<file path="src/rtl/cpu_pkg.sv">
// ---------------------------------------------------------------------------
// cpu_pkg
// Shared definitions for the RV32I multi-cycle sequencer:
//   seq_state_t   sequencer FSM states
//   PC_SEL_*      decoder next-PC select encodings (2'b10 is reserved -> pc+4)
//   SRC_LOAD      decoder RF-source encoding that marks a load
//   OPC_SYSTEM    opcode of ECALL/EBREAK
//   OPC_FENCE     opcode of FENCE
//   NOP_INSTR     canonical NOP (addi x0,x0,0), IR contents after reset
// Optional feature macro used by the importing files: SEQ_TRAP_EN.
// ---------------------------------------------------------------------------
package cpu_pkg;

   typedef enum logic [2:0] {
      FETCH = 3'd0,
      EXEC  = 3'd1,
      MEM   = 3'd2,
      WB    = 3'd3,
      HALT  = 3'd4
   } seq_state_t;

   localparam logic [1:0]  PC_SEL_PLUS4 = 2'b00;
   localparam logic [1:0]  PC_SEL_REL   = 2'b01;
   localparam logic [1:0]  PC_SEL_ABS   = 2'b11;

   localparam logic [1:0]  SRC_LOAD     = 2'b01;

   localparam logic [6:0]  OPC_SYSTEM   = 7'b1110011;
   localparam logic [6:0]  OPC_FENCE    = 7'b0001111;

   localparam logic [31:0] NOP_INSTR    = 32'h0000_0013;

   // ECALL / EBREAK share the SYSTEM opcode; the funct fields are not needed
   // to decide whether the trap build halts.
   function automatic logic is_system(input logic [31:0] instr);
      return instr[6:0] == OPC_SYSTEM;
   endfunction

   // Instructions that the default build simply retires as pc+4 NOPs.
   function automatic logic retires_as_nop(input logic [31:0] instr);
      return (instr[6:0] == OPC_SYSTEM) || (instr[6:0] == OPC_FENCE);
   endfunction

endpackage

</file>
<file path="src/rtl/pc_next.sv">
// ---------------------------------------------------------------------------
// pc_next
// Combinational next-PC generator for the sequencer.
// Ports:
//   pc          in  32  current PC
//   sel         in   2  decoder next-PC select (00 +4, 01 relative, 11 absolute,
//                       10 reserved -> +4)
//   addr        in  32  decoder offset / absolute target
//   next_pc     out 32  next PC, wraps modulo 2^32
//   misaligned  out  1  next_pc[1:0] != 0
// ---------------------------------------------------------------------------
module pc_next
   import cpu_pkg::*;
(
   input  logic [31:0] pc,
   input  logic [1:0]  sel,
   input  logic [31:0] addr,
   output logic [31:0] next_pc,
   output logic        misaligned
);

   always_comb begin
      next_pc = pc + 32'd4;
      case (sel)
         PC_SEL_PLUS4: next_pc = pc + 32'd4;
         PC_SEL_REL:   next_pc = pc + addr;
         PC_SEL_ABS:   next_pc = addr;
         default:      next_pc = pc + 32'd4;
      endcase
   end

   assign misaligned = (next_pc[1:0] != 2'b00);

endmodule

</file>
<file path="src/rtl/cpu_sequencer.sv">
// ---------------------------------------------------------------------------
// cpu_sequencer
// Multi-cycle control FSM of the RV32I core: fetches over a req/ack bus into
// the IR, drives the decoder, sequences data access and RF write-back, and
// owns the PC.  FETCH -> EXEC -> [MEM] -> WB -> FETCH.
// Optional feature: define SEQ_TRAP_EN to halt on ECALL/EBREAK and on
// misaligned next-PC targets (HALT state, left only through reset).
// Ports:
//   clk, reset_ni            clock / asynchronous active-low reset
//   i_req_o, i_addr_o        fetch request (held until ack) and address (=pc)
//   i_ack_i, i_data_i        fetch done, instruction word
//   d_req_o, d_ack_i         data access request (held until ack) / done
//   instr_o, dec_en_o        IR to decoder, decoder enable (EXEC..WB)
//   dec_next_pc_sel_i, dec_addr_i, dec_reg_in_src_i, dec_reg_in_en_i,
//   dec_d_we_i               decoder outputs steering the sequence
//   pc_o                     current PC
//   reg_we_o, retire_o       RF write strobe / retire pulse in WB
//   halt_o                   core halted (trap build only, else 0)
// ---------------------------------------------------------------------------
module cpu_sequencer
   import cpu_pkg::*;
#(
   parameter logic [31:0] RESET_PC = 32'h0000_0000
)(
   input  logic        clk,
   input  logic        reset_ni,
   output logic        i_req_o,
   output logic [31:0] i_addr_o,
   input  logic        i_ack_i,
   input  logic [31:0] i_data_i,
   output logic        d_req_o,
   input  logic        d_ack_i,
   output logic [31:0] instr_o,
   output logic        dec_en_o,
   input  logic [1:0]  dec_next_pc_sel_i,
   input  logic [31:0] dec_addr_i,
   input  logic [1:0]  dec_reg_in_src_i,
   input  logic        dec_reg_in_en_i,
   input  logic        dec_d_we_i,
   output logic [31:0] pc_o,
   output logic        reg_we_o,
   output logic        retire_o,
   output logic        halt_o
);

   seq_state_t  state;
   logic [31:0] pc;
   logic [31:0] ir;
   logic [31:0] next_pc;
   logic        misaligned;
   logic        mem_op;
   // Keeps i_req_o low through reset and until the first clock edge after
   // release, so the fetch request never rises while reset_ni is low.
   logic        started;

   pc_next u_pc_next (
      .pc         (pc),
      .sel        (dec_next_pc_sel_i),
      .addr       (dec_addr_i),
      .next_pc    (next_pc),
      .misaligned (misaligned)
   );

   assign mem_op = dec_d_we_i | (dec_reg_in_src_i == SRC_LOAD);

   always_ff @(posedge clk or negedge reset_ni) begin
      if (!reset_ni) begin
         state   <= FETCH;
         pc      <= RESET_PC;
         ir      <= NOP_INSTR;
         started <= 1'b0;
      end else begin
         started <= 1'b1;
         case (state)
            FETCH: begin
               if (started && i_ack_i) begin
                  ir    <= i_data_i;
                  state <= EXEC;
               end
            end
            EXEC: begin
               if (mem_op) state <= MEM;
               else        state <= WB;
`ifdef SEQ_TRAP_EN
               if (is_system(ir)) state <= HALT;
`endif
            end
            MEM: begin
               if (d_ack_i) state <= WB;
            end
            WB: begin
`ifdef SEQ_TRAP_EN
               // A misaligned target halts with the PC left at the
               // offending instruction.
               if (misaligned) begin
                  state <= HALT;
               end else begin
                  pc    <= next_pc;
                  state <= FETCH;
               end
`else
               pc    <= next_pc;
               state <= FETCH;
`endif
            end
`ifdef SEQ_TRAP_EN
            HALT:    state <= HALT;
`endif
            default: state <= FETCH;
         endcase
      end
   end

   // All strobes decode straight from state so an asynchronous reset clears
   // them immediately, abandoning any bus transaction in flight.
   assign i_req_o  = started && (state == FETCH);
   assign i_addr_o = pc;
   assign pc_o     = pc;
   assign instr_o  = ir;
   assign d_req_o  = (state == MEM);
   assign dec_en_o = (state == EXEC) || (state == MEM) || (state == WB);
   assign reg_we_o = (state == WB) && dec_reg_in_en_i;
   assign retire_o = (state == WB);

`ifdef SEQ_TRAP_EN
   assign halt_o = (state == HALT);
`else
   assign halt_o = 1'b0;
   logic unused_misaligned;
   assign unused_misaligned = misaligned;
`endif

endmodule

</file>
<file path="config.mk">
export PLATFORM = sky130hd
export DESIGN_NAME = cpu_sequencer
export DESIGN_NICKNAME = d
export VERILOG_FILES = /design/src/rtl/cpu_pkg.sv /design/src/rtl/pc_next.sv /design/src/rtl/cpu_sequencer.sv
export SDC_FILE = /design/constraint.sdc
export NUM_CORES = 1
export LEC_CHECK = 0
export ABC_AREA = 1
export CORE_MARGIN = 2
export CORE_UTILIZATION = 54
export CTS_CLUSTER_DIAMETER = 50
export DETAILED_ROUTE_END_ITERATION = 12
export GPL_ROUTABILITY_DRIVEN = 0
export GPL_TIMING_DRIVEN = 0
export PLACE_DENSITY = 0.88
export SKIP_CTS_REPAIR_TIMING = 1
export SLEW_MARGIN = 20
export SYNTH_ARGS = -nofsm -noshare
export SYNTH_HDL_FRONTEND = slang
export SYNTH_SLANG_ARGS = --single-unit
export TNS_END_PERCENT = 10
</file>
<file path="constraint.sdc">
create_clock -name clk -period 5.3 [get_ports clk]
set_input_delay 1.06 -clock clk [delete_from_list [all_inputs] [get_ports clk]]
set_output_delay 1.06 -clock clk [all_outputs]
set_load 0.1 [all_outputs]
</file>
==> results of run 1 <==
==> sequential cells by signal (all words and copies together), names as in the netlist <==
name and cells:
i_addr_o 32, instr_o 32, state 2, started 1
==> cell usage in the layout, fill, tap and decap left out, types with 4 or more instances in the layout <==
master and n:
sky130_fd_sc_hd__a41oi_1 4, sky130_fd_sc_hd__nor3_1 8, sky130_fd_sc_hd__clkinvlp_4 4, sky130_fd_sc_hd__buf_2 6, sky130_fd_sc_hd__nand2_1 361, sky130_fd_sc_hd__nand3b_1 7, sky130_fd_sc_hd__buf_4 35, sky130_fd_sc_hd__o21ai_0 13
sky130_fd_sc_hd__clkbuf_1 8, sky130_fd_sc_hd__ha_1 37, sky130_fd_sc_hd__clkinv_1 6, sky130_fd_sc_hd__dfrtp_1 64, sky130_fd_sc_hd__nand3_1 74, sky130_fd_sc_hd__o21ai_1 4, sky130_fd_sc_hd__nor2_4 5, sky130_fd_sc_hd__nor3_2 4
sky130_fd_sc_hd__or2_2 5, sky130_fd_sc_hd__nand2_2 4, sky130_fd_sc_hd__inv_2 15, sky130_fd_sc_hd__a21oi_1 65, sky130_fd_sc_hd__o21bai_1 5, sky130_fd_sc_hd__mux2_2 32, sky130_fd_sc_hd__clkdlybuf4s50_1 173, sky130_fd_sc_hd__nor2_1 95
sky130_fd_sc_hd__clkbuf_16 9, sky130_fd_sc_hd__nand4_1 9, sky130_fd_sc_hd__xor2_1 6, sky130_fd_sc_hd__inv_1 153
==> how the worst max path moves through the flow <==
stage                   end  slack, ns  cells after the start
2_1_floorplan      reg_we_o       1.78                      5
3_3_place_gp   i_addr_o[28]       0.91                      1
3_5_place_dp       reg_we_o       1.49                      4
4_1_cts            reg_we_o       1.17                      6
5_1_grt            reg_we_o       1.02                      6
6_report           reg_we_o       1.14                      6
==> layer usage <==
layer / vias up / wire length (um) / track usage
met5: - / 0 / 0
met4: 0 / 795 / 0.148
met3: 66 / 2530 / 0.0696
met2: 462 / 10100 / 0.551
met1: 3399 / 8490 / 0.421
li1: 3672 / - / -
==> critical path: cells and delay by family (launching register included) <==
family,cells,cell delay [ns]
fa+ha+maj,1,0.19
flops,1,0.39
simple gates,1,0.10
buf+inv,4,2.08
==> final cells by class <==
class                      instances  area [sq um]
buffer                            49           319
clock buffer                       9           225
inverter                         174           653
tap                              147           184
fill                             974          3150
multi-input combinational        768          3990
timing repair buffer             175          1760
sequential                        67          1680
clock inverter                     7          52.6
==> cell families (layout without fill, tap and decap cells) <==
| group | count (synthesis) | after routing | synth area share |
|---|---|---|---|
| simple gates | 582 | 582 | 0.371 |
| buf+inv | 223 | 414 | 0.146 |
| compound gates | 108 | 108 | 0.0929 |
| flops | 67 | 67 | 0.253 |
| fa+ha+maj | 38 | 38 | 0.0727 |
| mux | 32 | 32 | 0.0543 |
| xor+xnor | 6 | 6 | 0.00792 |
| other cells | 2 | 2 | 0.00113 |
==> through the flow <==
stage / utilization / hold WS, ns / worst slack (ns) / area [sq um]
after detailed placement: 0.714 / 0.491 / 1.49 / 8580
after floorplan: - / 0.507 / 1.78 / 6640
final: 0.738 / 0.501 / 1.14 / 8860
after global placement: 0.713 / 0.485 / 0.911 / 8560
after CTS: 0.738 / 0.504 / 1.17 / 8860
after global routing: 0.738 / 0.516 / 1.02 / 8860
==> tab_implementation.tex, run 1 <==
\begin{tabular}{lr}
\hline
Metric & Value \\
\hline
\multicolumn{2}{l}{\textbf{Outcome}} \\
Run status & finished clean \\
\multicolumn{2}{l}{\textbf{Floorplan}} \\
Die outline area & 13200 sq um \\
Width of the chip & 115 um \\
Top Ports & 176 \\
Initial cell density of the core & 0.553 \\
Die extent in y & 115 um \\
FP Rows & 40 \\
Placeable core region & 12000 sq um \\
\multicolumn{2}{l}{\textbf{Setup path}} \\
Critical path, cell by cell & ha\_1, clkbuf\_1, clkbuf\_1, nand2\_1, inv\_1, clkdlybuf4s50\_1 \\
Kind of capture point of the worst setup path & primary output \\
Reg-to-reg slack, setup & 2.75 ns \\
Crit path largest cell delay & 1.12 ns \\
Critical path start-end classification & register to primary output \\
Worst reg2reg path startpoint & i\_addr\_o[0] \\
Kind of start point of the critical path & register \\
Critical-path maximum fanout & 10 \\
Data arrival, critical path & 3.10 ns \\
Cell type with the highest occurrence count on the critical path & sky130\_fd\_sc\_hd\_\_clkbuf\_1 \\
Critical-path cell with the highest stage delay & sky130\_fd\_sc\_hd\_\_clkdlybuf4s50\_1 \\
Endpoint of the worst-slack reg-to-reg timing path & i\_addr\_o[28] \\
Worst endpoint required time & 4.24 ns \\
Timing startpoint of the critical path & state[0] \\
Depth of the most critical reg-to-reg path & 12 \\
\multicolumn{2}{l}{\textbf{STA}} \\
Total negative setup slack & 0 ns \\
Count of final hold-check violations & 0 \\
Count of final setup violators & 0 \\
Measured slew at the worst slew-check pin & 1.01 ns \\
Share of the cycle needed by the critical path after routing & 0.785 \\
Period minus WS final & 4.16 ns \\
Unrepaired setup endpoints after global routing & no \\
Worst relative slew slack & 0.321 \\
Worst Clk Skew & 0.00626 ns \\
Final slew viol count & 0 \\
Highest clock rate & 0.240 GHz \\
\multicolumn{2}{l}{\textbf{Synthesis}} \\
Synth Warn \# & 0 \\
Top-count cell post-synth & sky130\_fd\_sc\_hd\_\_nand2\_1 \\
Part of the Yosys area used for sequential elements & 0.253 \\
Number of synthesized flops with an enable pin & 0 \\
Post-synthesis register bit count & 67 \\
Average cell area after synthesis & 6.27 sq um \\
Netlist Area Pre-Place & 6640 sq um \\
Mapped Cells & 1058 \\
Fraction of synthesized cell area taken by the top area cell type & 0.241 \\
Post-Synthesis Net Count & 1170 \\
Most common library cells after synthesis & sky130\_fd\_sc\_hd\_\_nand2\_1, sky130\_fd\_sc\_hd\_\_inv\_1, sky130\_fd\_sc\_hd\_\_nor2\_1 \\
Cell type with the largest total area after synthesis & sky130\_fd\_sc\_hd\_\_dfrtp\_1 \\
Most instantiated flip-flop cell in the synthesis netlist & sky130\_fd\_sc\_hd\_\_dfrtp\_1 \\
Largest cells by area after synthesis & sky130\_fd\_sc\_hd\_\_dfrtp\_1, sky130\_fd\_sc\_hd\_\_nand2\_1, sky130\_fd\_sc\_hd\_\_inv\_1, sky130\_fd\_sc\_hd\_\_ha\_1, sky130\_fd\_sc\_hd\_\_nand3\_1 \\
Number of unique standard cell types used by synthesis & 46 \\
Fraction of registers with async set/reset & 1.00 \\
\multicolumn{2}{l}{\textbf{Place}} \\
Number of placed instances with taps included & 1380 \\
\# port buffers & 174 \\
Sum of net half-perimeters after detailed placement & 17700 um \\
\multicolumn{2}{l}{\textbf{Min path}} \\
Hold Path Stages & 1 \\
Worst Hold Class & register to register \\
Launch point of the worst hold path & instr\_o[31] \\
Worst Hold Path EP & instr\_o[31] \\
\multicolumn{2}{l}{\textbf{Global route}} \\
GRT Resource Usage Total & 0.333 \\
Pin count of the biggest net entering global routing & 36 \\
First-pass GRT wire length & 34200 um \\
Total grt overflow & 0 \\
Initial antenna violation count & 0 \\
Number of global-route vias before repair & 6941 \\
\multicolumn{2}{l}{\textbf{Clock network}} \\
Clock Latency Late Sink & 0.34 ns \\
\# clock sinks & 67 \\
TritonCTS clock tree & done \\
Root buffer cell & sky130\_fd\_sc\_hd\_\_clkbuf\_16 \\
Number of H-tree levels & 3 \\
Worst-path clk slew & 0.05 ns \\
Number of clock buffers inserted by TritonCTS & 9 \\
Buffer levels on the longest clock path & 2 \\
\multicolumn{2}{l}{\textbf{Route}} \\
Vias per Instance & 5.44 \\
Number of remaining DRC errors & 0 \\
Number of DRC markers after the initial detailed-route iteration & 790 \\
Post-detailed-route count of antenna-violating nets & 0 \\
Total wire length & 21900 um \\
Detailed-route via count & 7599 \\
Router iterations before antenna repair & 6 \\
Routed length per placed instance & 15.7 um \\
\multicolumn{2}{l}{\textbf{Layout}} \\
Antenna diode instance count & 0 \\
Post-layout instance count excluding filler cells & 1396 \\
Fraction of layout cells with a size suffix above 1 & 0.108 \\
Nets & 1356 \\
Synthesis-to-finish area growth & 33.5\% \\
\multicolumn{2}{l}{\textbf{Job}} \\
Max-cap violations & 0 \\
\hline
\end{tabular}
Power of run 1 is not shown: default switching activity piles up to over one toggle a cycle in this logic, so the estimate is an artifact.
==> inputs of run 2 (changes only) <==
--- a/config.mk
+++ b/config.mk
@@ -7,12 +7,12 @@
 export LEC_CHECK = 0
 export ABC_AREA = 1
 export CORE_MARGIN = 2
-export CORE_UTILIZATION = 54
+export CORE_UTILIZATION = 45
 export CTS_CLUSTER_DIAMETER = 50
 export DETAILED_ROUTE_END_ITERATION = 12
 export GPL_ROUTABILITY_DRIVEN = 0
 export GPL_TIMING_DRIVEN = 0
-export PLACE_DENSITY = 0.88
+export PLACE_DENSITY = 0.78
 export SKIP_CTS_REPAIR_TIMING = 1
 export SLEW_MARGIN = 20
 export SYNTH_ARGS = -nofsm -noshare
==> constraint.sdc (replaced) <==
create_clock -name clk -period 3.6 [get_ports clk]
set_input_delay 0.72 -clock clk [delete_from_list [all_inputs] [get_ports clk]]
set_output_delay 0.72 -clock clk [all_outputs]
set_load 0.1 [all_outputs]
==> run 2 against run 1 <==
  * Global-route usage decreased by 5.1 points
  * Core utilization decreased by 12 points
  * Flip-flop and latch count unchanged
  * Worst hold slack got worse by 0.17 ns
  * Cell count increased by 2.7%
  * Register-to-register slack got worse by 1.6 ns
  * Sequential share of layout area decreased by 0.13 points
  * Routed wire length increased by 1.1%
==> tab_implementation.tex, run 2 (synthesis results as in run 1) <==
\begin{tabular}{lr}
\hline
Metric & Value \\
\hline
\multicolumn{2}{l}{\textbf{STA}} \\
Period minus WS final & 3.19 ns \\
Highest clock rate & 0.313 GHz \\
Worst relative slew slack & 0.331 \\
Worst Clk Skew & 0.00971 ns \\
Unrepaired setup endpoints after global routing & no \\
Count of final setup violators & 0 \\
Measured slew at the worst slew-check pin & 1.00 ns \\
Count of final hold-check violations & 0 \\
Share of the cycle needed by the critical path after routing & 0.887 \\
Final slew viol count & 0 \\
\multicolumn{2}{l}{\textbf{Layout}} \\
Most frequent standard cell in the layout excluding fill and tap cells & sky130\_fd\_sc\_hd\_\_nand2\_1 \\
Post-layout instance count excluding filler cells & 1433 \\
Synthesis-to-finish area growth & 34.4\% \\
Commonest non-fill, non-tap cells in the layout & sky130\_fd\_sc\_hd\_\_nand2\_1, sky130\_fd\_sc\_hd\_\_clkdlybuf4s50\_1, sky130\_fd\_sc\_hd\_\_inv\_1, sky130\_fd\_sc\_hd\_\_nor2\_1, sky130\_fd\_sc\_hd\_\_nand3\_1 \\
Antenna diode instance count & 0 \\
Fraction of layout cells with a size suffix above 1 & 0.108 \\
Nets & 1356 \\
\multicolumn{2}{l}{\textbf{Route}} \\
Router iterations before antenna repair & 5 \\
Number of DRC markers after the initial detailed-route iteration & 658 \\
Met1 Wirelength & 9150 um \\
Sum of met2 wire segment lengths after detailed routing & 10100 um \\
Post-detailed-route count of antenna-violating nets & 0 \\
Routed length per placed instance & 15.5 um \\
Vias per Instance & 5.21 \\
WL met3 & 2050 um \\
Detailed-route via count & 7473 \\
Number of remaining DRC errors & 0 \\
Highest Signal Layer & met4 \\
Total wire length & 22100 um \\
\multicolumn{2}{l}{\textbf{Job}} \\
Max-cap violations & 0 \\
\multicolumn{2}{l}{\textbf{Setup path}} \\
Critical-path cell with the highest stage delay & sky130\_fd\_sc\_hd\_\_clkbuf\_1 \\
Crit path largest cell delay & 0.51 ns \\
Critical path, cell by cell & ha\_1, clkbuf\_1, clkbuf\_1, nand2\_1, inv\_1, clkbuf\_2 \\
Endpoint of the worst-slack reg-to-reg timing path & i\_addr\_o[28] \\
Critical path start-end classification & register to primary output \\
Kind of capture point of the worst setup path & primary output \\
Critical-path maximum fanout & 10 \\
Timing startpoint of the critical path & state[0] \\
Data arrival, critical path & 2.47 ns \\
Worst endpoint required time & 2.88 ns \\
Depth of the most critical reg-to-reg path & 12 \\
Reg-to-reg slack, setup & 1.13 ns \\
Kind of start point of the critical path & register \\
Cell type with the highest occurrence count on the critical path & sky130\_fd\_sc\_hd\_\_clkbuf\_1 \\
Worst reg2reg path startpoint & i\_addr\_o[0] \\
\multicolumn{2}{l}{\textbf{Clock network}} \\
Worst-path clk slew & 0.06 ns \\
Number of clock buffers inserted by TritonCTS & 9 \\
TritonCTS clock tree & done \\
Clock Latency Late Sink & 0.34 ns \\
Number of H-tree levels & 3 \\
\# clock sinks & 67 \\
Buffer levels on the longest clock path & 2 \\
Root buffer cell & sky130\_fd\_sc\_hd\_\_clkbuf\_16 \\
\multicolumn{2}{l}{\textbf{Floorplan}} \\
FP Rows & 44 \\
Initial cell density of the core & 0.459 \\
Die extent in y & 125 um \\
Width of the chip & 125 um \\
Top Ports & 176 \\
Die outline area & 15700 sq um \\
Placeable core region & 14500 sq um \\
\multicolumn{2}{l}{\textbf{Global route}} \\
First-pass GRT wire length & 35300 um \\
Pin count of the biggest net entering global routing & 35 \\
Number of global-route vias before repair & 7014 \\
GRT Resource Usage Total & 0.282 \\
Initial antenna violation count & 0 \\
Total grt overflow & 0 \\
\multicolumn{2}{l}{\textbf{Place}} \\
Number of placed instances with taps included & 1417 \\
Sum of net half-perimeters after detailed placement & 18100 um \\
\# port buffers & 174 \\
\multicolumn{2}{l}{\textbf{Outcome}} \\
Run status & finished clean \\
\multicolumn{2}{l}{\textbf{Min path}} \\
Worst Hold Class & input pin to async pin \\
\hline
\end{tabular}
## run 2: cell types whose count changed in the layout (fill, tap and decap cells not counted), sizes merged
cell and delta:
clkdlybuf4s50 -1, bufinv +1, clkinvlp -2, clkinv +2, clkbuf +2, inv -2
## run 2: final cells by class
cell class	instances	area (sq um)
clock buffer	10	229
multi-input combinational	768	3990
inverter	174	653
fill	1392	5560
sequential	67	1680
tap	184	230
timing repair buffer	175	1750
buffer	49	319
clock inverter	6	67.6
## run 2: metal layers
| layer | GRT usage | vias up |
|---|---|---|
| met2 | 0.458 | 388 |
| met5 | 0 | - |
| met3 | 0.0505 | 62 |
| li1 | - | 3668 |
| met4 | 0.129 | 0 |
| met1 | 0.367 | 3355 |
## run 2: critical path: cells and delay by family, from the launching register on
family                     cells  cell delay [ns]
adders and majority gates      1             0.18
and+or+nand+nor                1             0.11
DFF                            1             0.39
buffers and inverters          4             1.45
## run 2: worst max path at each step
stage	cells past startpoint	to	slack (ns)
floorplan	5	reg_we_o	0.42
global placement	1	i_addr_o[28]	-0.50
detailed placement	6	reg_we_o	0.1
CTS	6	reg_we_o	-0.25
global route	6	reg_we_o	0.23
finish	6	reg_we_o	0.41
## run 2: stage by stage
stage | util | TNS (ns) | hold WS (ns) | cell area, sq um | worst slack [ns]
2_1_floorplan | - | 0 | 0.424 | 6640 | 0.424
3_3_place_gp | 0.595 | -31.76 | 0.485 | 8610 | -0.502
3_5_place_dp | 0.596 | 0 | 0.492 | 8630 | 0.0970
4_1_cts | 0.616 | -0.255 | 0.346 | 8920 | -0.255
5_1_grt | 0.616 | 0 | 0.366 | 8920 | 0.228
6_report | 0.616 | 0 | 0.328 | 8920 | 0.407
Power of run 2 is left out for the same reason.
==> RTL edit 1, RTL diff (config.mk and constraints of run 2) <==
Make the reset (`reset_ni`) synchronous in one clocked block. Comments in the files are not updated.
--- a/src/rtl/cpu_sequencer.sv
+++ b/src/rtl/cpu_sequencer.sv
@@ -64,5 +64,5 @@
    assign mem_op = dec_d_we_i | (dec_reg_in_src_i == SRC_LOAD);
 
-   always_ff @(posedge clk or negedge reset_ni) begin
+   always_ff @(posedge clk) begin
       if (!reset_ni) begin
          state   <= FETCH;
Function: differs if reset_ni is asserted again (counterexample within 4 cycles, from zero or initial values and one cycle with reset_ni low); with reset_ni held inactive, the same outputs for 10 cycles.
==> RTL edit 1 against run 2 <==
Wire length is 3.0% lower. Synthesized area is 5.7% lower. Sequential cell count stayed put. Global-route usage is 0.96 points higher. Worst setup slack better by 0.0031 ns. Count of clock-buffer cells in the layout is 1 lower. Critical path type unchanged. Design area is 4.3% lower.
==> RTL edit 1: results (changes against run 2) <==
* HP Class: register to register
* Synthesis Warnings at 0 (unchanged)
* Mux cell area share after synthesis at 0 (-0.0543)
* Top FF cell, synth: dfxtp_1
* Slowest-stage cell, CP: dlymetal6s2s_1
* Max clock buf depth at 2 (unchanged)
* Post-DP HPWL at 17500 µm (-3.3%)
* Leakage at 4.16 nW
* Vias in the first global route at 6875 (-2.0%)
* PortBufs at 174 (unchanged)
* Mapped Nets at 1211 (+3.5%)
* All-Layer GR Usage at 0.292 (+0.00957)
* Number of distinct library cells after synthesis at 39 (-15%)
* VDD IR-drop max at 0.429 mV
* Dpl cell area at 0.00823 mm² (-4.6%)
* First-pass GRT wire length at 34200 µm (-3.0%)
* TritonCTS Buffers at 9 (unchanged)
* Crit path max-delay family: buffers and inverters
* Clock Latency Late Sink at 0.34 ns (about the same)
* Clk slew on worst S/H paths at 0.06 ns (about the same)
* Slew @ Worst Pin at 1.02 ns (+0.0188 ns)
* CTS HTree Levels at 3 (unchanged)
* Fill cells at 1374 (-1.3%)
* Final nets at 1396 (+2.9%)
* Vias at 7493 (+0.27%)
* PD cells at 558 mW/mm²
* Clock skew at 0.0125 ns (+0.00281 ns)
* Share of the yosys chip area belonging to registers at 0.214 (-0.0389)
* DRC marker count from the first detailed-route iteration at 724 (+10%)
* Synth Area in Compound Gates at 0.146 (+0.0527)
* Pre-antenna DRT Iters at 6 (+1)
* CP Max Fanout at 10 (unchanged)
* Initial antenna violation count at 0 (unchanged)
* Top post-synthesis cells by area: dfxtp_1 21%, nand2_1 21%, inv_1 9.0%
* Layout cells sized above 1 at 0.0636 (-0.0445)
* Xor/xnor share of the synthesized area at 0.0210 (+0.0131)
* Status: finished, final reports clean
* CTS root buf: clkbuf_16
* Adder-cell share of the synthesized area at 0.0771 (+0.00438)
* Crit path largest cell delay at 0.74 ns (+0.23 ns)
* Diodes inserted at 0 (unchanged)
* Dpl ws at 0.392 ns (+0.294 ns)
* Routed len/inst at 14.6 µm (-5.4%)
* Share of flip-flops with an asynchronous set or reset at 0 (-1.00)
* Largest net degree at the start of global routing at 14 (-60%)
* Synth cell count leaders: 356 x nand2_1, 150 x inv_1, 135 x nor2_1, 80 x a21oi_1, 76 x o21ai_0
* Crit path DAT at 2.47 ns (about the same)
==> RTL edit 1: changes by cell type after synthesis, sizes merged, moves of 5 or more <==
cell,delta
a21oi,+13
inv,-17
dfxtp,+67
nor2,+43
clkinv,-5
xnor2,+5
nand3,-16
nor3,-7
nand2,-7
clkbuf,+15
mux2,-32
o21ai,+59
dfrtp,-64
==> RTL edit 1: worst paths after layout <==
kind / start / end / slack (ns) / depth (start not counted)
max: state[0]$_SDFFE_PN0P_ / reg_we_o / 0.41 / 6
min reg2reg: instr_o[0]$_SDFFE_PN1P_ / instr_o[0]$_SDFFE_PN1P_ / 0.45 / 2
max reg2reg: i_addr_o[0]$_SDFFE_PN0P_ / i_addr_o[20]$_SDFFE_PN0P_ / 1.33 / 12
min: instr_o[0]$_SDFFE_PN1P_ / instr_o[0]$_SDFFE_PN1P_ / 0.45 / 2
==> RTL edit 1: power breakdown <==
group          switching [mW]  internal [mW]  leakage (nW)
logic                    2.09          0.744          3.46
clock network           0.353          0.541         0.150
registers               0.163          0.865         0.547
total                    2.61           2.15          4.16
==> RTL edit 1: stage by stage <==
stage	instances	total power [mW]
3_3_place_gp	1453	3.82
2_1_floorplan	1099	3.14
5_1_grt	1469	4.97
4_1_cts	1469	4.75
6_report	1469	4.76
3_5_place_dp	1453	3.85
==> RTL edit 1: cell type report <==
cell class,instances,share of cell area
multi-input cells,818,0.465
plain buffers,62,0.0446
repair buffers,174,0.204
clock buffers,9,0.0264
clock inverters,7,0.00880
inverters,152,0.0669
well taps,180,0.0264
flip-flops and latches,67,0.157
==> RTL edit 1: routing by layer <==
layer,global-route usage,part of all wire
met5,0,0
met3,0.0707,0.10
met1,0.376,0.42
met2,0.485,0.45
met4,0.0841,0.022
==> RTL edit 2, RTL diff (config.mk and constraints of run 2) <==
Made on the original files. The option `SEQ_TRAP_EN` is turned on by a define.
--- a/src/rtl/cpu_sequencer.sv
+++ b/src/rtl/cpu_sequencer.sv
@@ -18,4 +18,6 @@
 //   halt_o                   core halted (trap build only, else 0)
 // ---------------------------------------------------------------------------
+`define SEQ_TRAP_EN
+
 module cpu_sequencer
    import cpu_pkg::*;
Function: changed (Yosys sat finds a counterexample within 4 cycles, from zero or initial values and one cycle with reset_ni low).
==> RTL edit 2 against run 2 <==
Worst setup slack got worse by 0.0096 ns. Wire length rose by 1.7%. Clock skew fell by 0.0021 ns. Sequential cell count rose by 1. Design area barely moved. Synthesized area fell by 0.83%. Via count rose by 1.3%. Sequential share of layout area rose by 0.26 points. Utilization rose by 0.29 points. Fmax fell by 0.30%.
Power is left out: it rests on default switching activity, and per cell area and clock period it moved more than threefold.
==> RTL edit 2: results (changes against run 2) <==
* Status: finished, final reports clean
* Number of distinct library cells after synthesis at 42 (-8.7%)
* Crit path DAT at 2.48 ns
* Pre-antenna DRT Iters at 8 (+3)
* HP Class: input port to asynchronous set/reset pin
* Synth cell count leaders: 361 x nand2_1, 166 x inv_1, 112 x nor2_1, 77 x a21oi_1, 65 x dfrtp_1
* Synthesis Warnings at 0 (unchanged)
* Layout cells sized above 1 at 0.0946 (-0.0135)
* Routed len/inst at 15.6 µm (+1.1%)
* Via-to-Cell Ratio at 5.25 (+0.71%)
* Max clock buf depth at 2 (unchanged)
* Post-DP HPWL at 18100 µm (about the same)
* All-Layer GR Usage at 0.288 (+0.00604)
* Largest net degree at the start of global routing at 42 (+20%)
* Slew HR at 0.319 (-0.0119)
* Clock skew at 0.00760 ns (-0.00211 ns)
* Largest area contributor in the netlist: dfrtp_1
* CP Max Fanout at 6 (-4)
* Dpl ws at 0.455 ns (+0.358 ns)
* First-pass GRT wire length at 36000 µm (+2.1%)
* PortBufs at 175 (+0.57%)
* Vias in the first global route at 7115 (+1.4%)
* Top post-synthesis cells by area: dfrtp_1 25%, nand2_1 21%, inv_1 9.5%
* Share of the yosys chip area belonging to registers at 0.259 (+0.00592)
* CTS root buf: clkbuf_16
* Final nets at 1360 (+0.29%)
* Initial antenna violation count at 0 (unchanged)
* Fill cells at 1333 (-4.2%)
* Clk slew on worst S/H paths at 0.06 ns (about the same)
* Clock Latency Late Sink at 0.34 ns (about the same)
* Diodes inserted at 0 (unchanged)
* Mapped Nets at 1173 (+0.26%)
* TritonCTS Buffers at 9 (unchanged)
* DRC marker count from the first detailed-route iteration at 606 (-7.9%)
==> RTL edit 2: changes by cell type after synthesis, sizes merged, moves of 6 or more <==
cell,change
buf,+6
clkbuf,-6
nand3,-15
nor3,+8
a21oi,+9
o21ai,+11
nor2,+15
==> RTL edit 2: worst paths after layout <==
| kind | startpoint | endpoint | slack, ns | cells after the start |
|---|---|---|---|---|
| max reg2reg | i_addr_o[0]$_DFFE_PN0P_ | i_addr_o[7]$_DFFE_PN0P_ | 1.29 | 13 |
| max in group asynchronous | reset_ni | instr_o[4]$_DFFE_PN1P_ | 2.67 | 2 |
| min in group clk | instr_o[0]$_DFFE_PN1P_ | instr_o[0]$_DFFE_PN1P_ | 0.48 | 2 |
| max | state[2]$_DFFE_PN0P_ | reg_we_o | 0.40 | 4 |
| min reg2reg | instr_o[0]$_DFFE_PN1P_ | instr_o[0]$_DFFE_PN1P_ | 0.48 | 2 |
| min | reset_ni | instr_o[10]$_DFFE_PN0P_ | 0.31 | 1 |
==> RTL edit 2: cell type report <==
type,count,area share
plain buffers,49,0.0385
well taps,184,0.0258
clock buffers,10,0.0256
repair buffers,176,0.198
inverters,170,0.0719
multi-input cells,779,0.436
clock inverters,6,0.0126
flip-flops and latches,68,0.191
==> RTL edit 2: logic make-up after synthesis <==
group,after synthesis,synth area share
AND/OR/NAND/NOR,586,0.369
flip-flops,68,0.259
adder cells (fa/ha/maj),33,0.0639
other,1,0.000570
XOR/XNOR,5,0.00665
multiplexers,29,0.0496
buffers and inverters,219,0.150
AO/OA/AOI/OAI,125,0.102
==> RTL edit 2: critical path: stages (launching register included) <==
cell and delay (ns):
dfrtp_1 0.45, nor3_2 0.35, inv_1 0.13, nor2_2 0.09
clkdlybuf4s50_1 1.13
==> RTL edit 2: stage by stage <==
step                hold slack, ns  utilization  instances  TNS (ns)  area (µm²)
global placement             0.479        0.594       1425    -38.77        8570
CTS                          0.317        0.619       1442         0        8930
global route                 0.328        0.619       1442         0        8930
detailed placement           0.479        0.595       1426         0        8590
floorplan                    0.424            -       1066         0        6590
finish                       0.307        0.619       1442         0        8930
==> RTL edit 2: per-layer routing <==
metal  wire length (µm)  up-vias  share of wire  track usage
li1                   -     3690              -            -
met1               9380     3441           0.42        0.369
met2              10400      367           0.46        0.474
met3               1700       75          0.075       0.0513
met4               1100        0          0.049        0.140
met5                  0        -              0            0
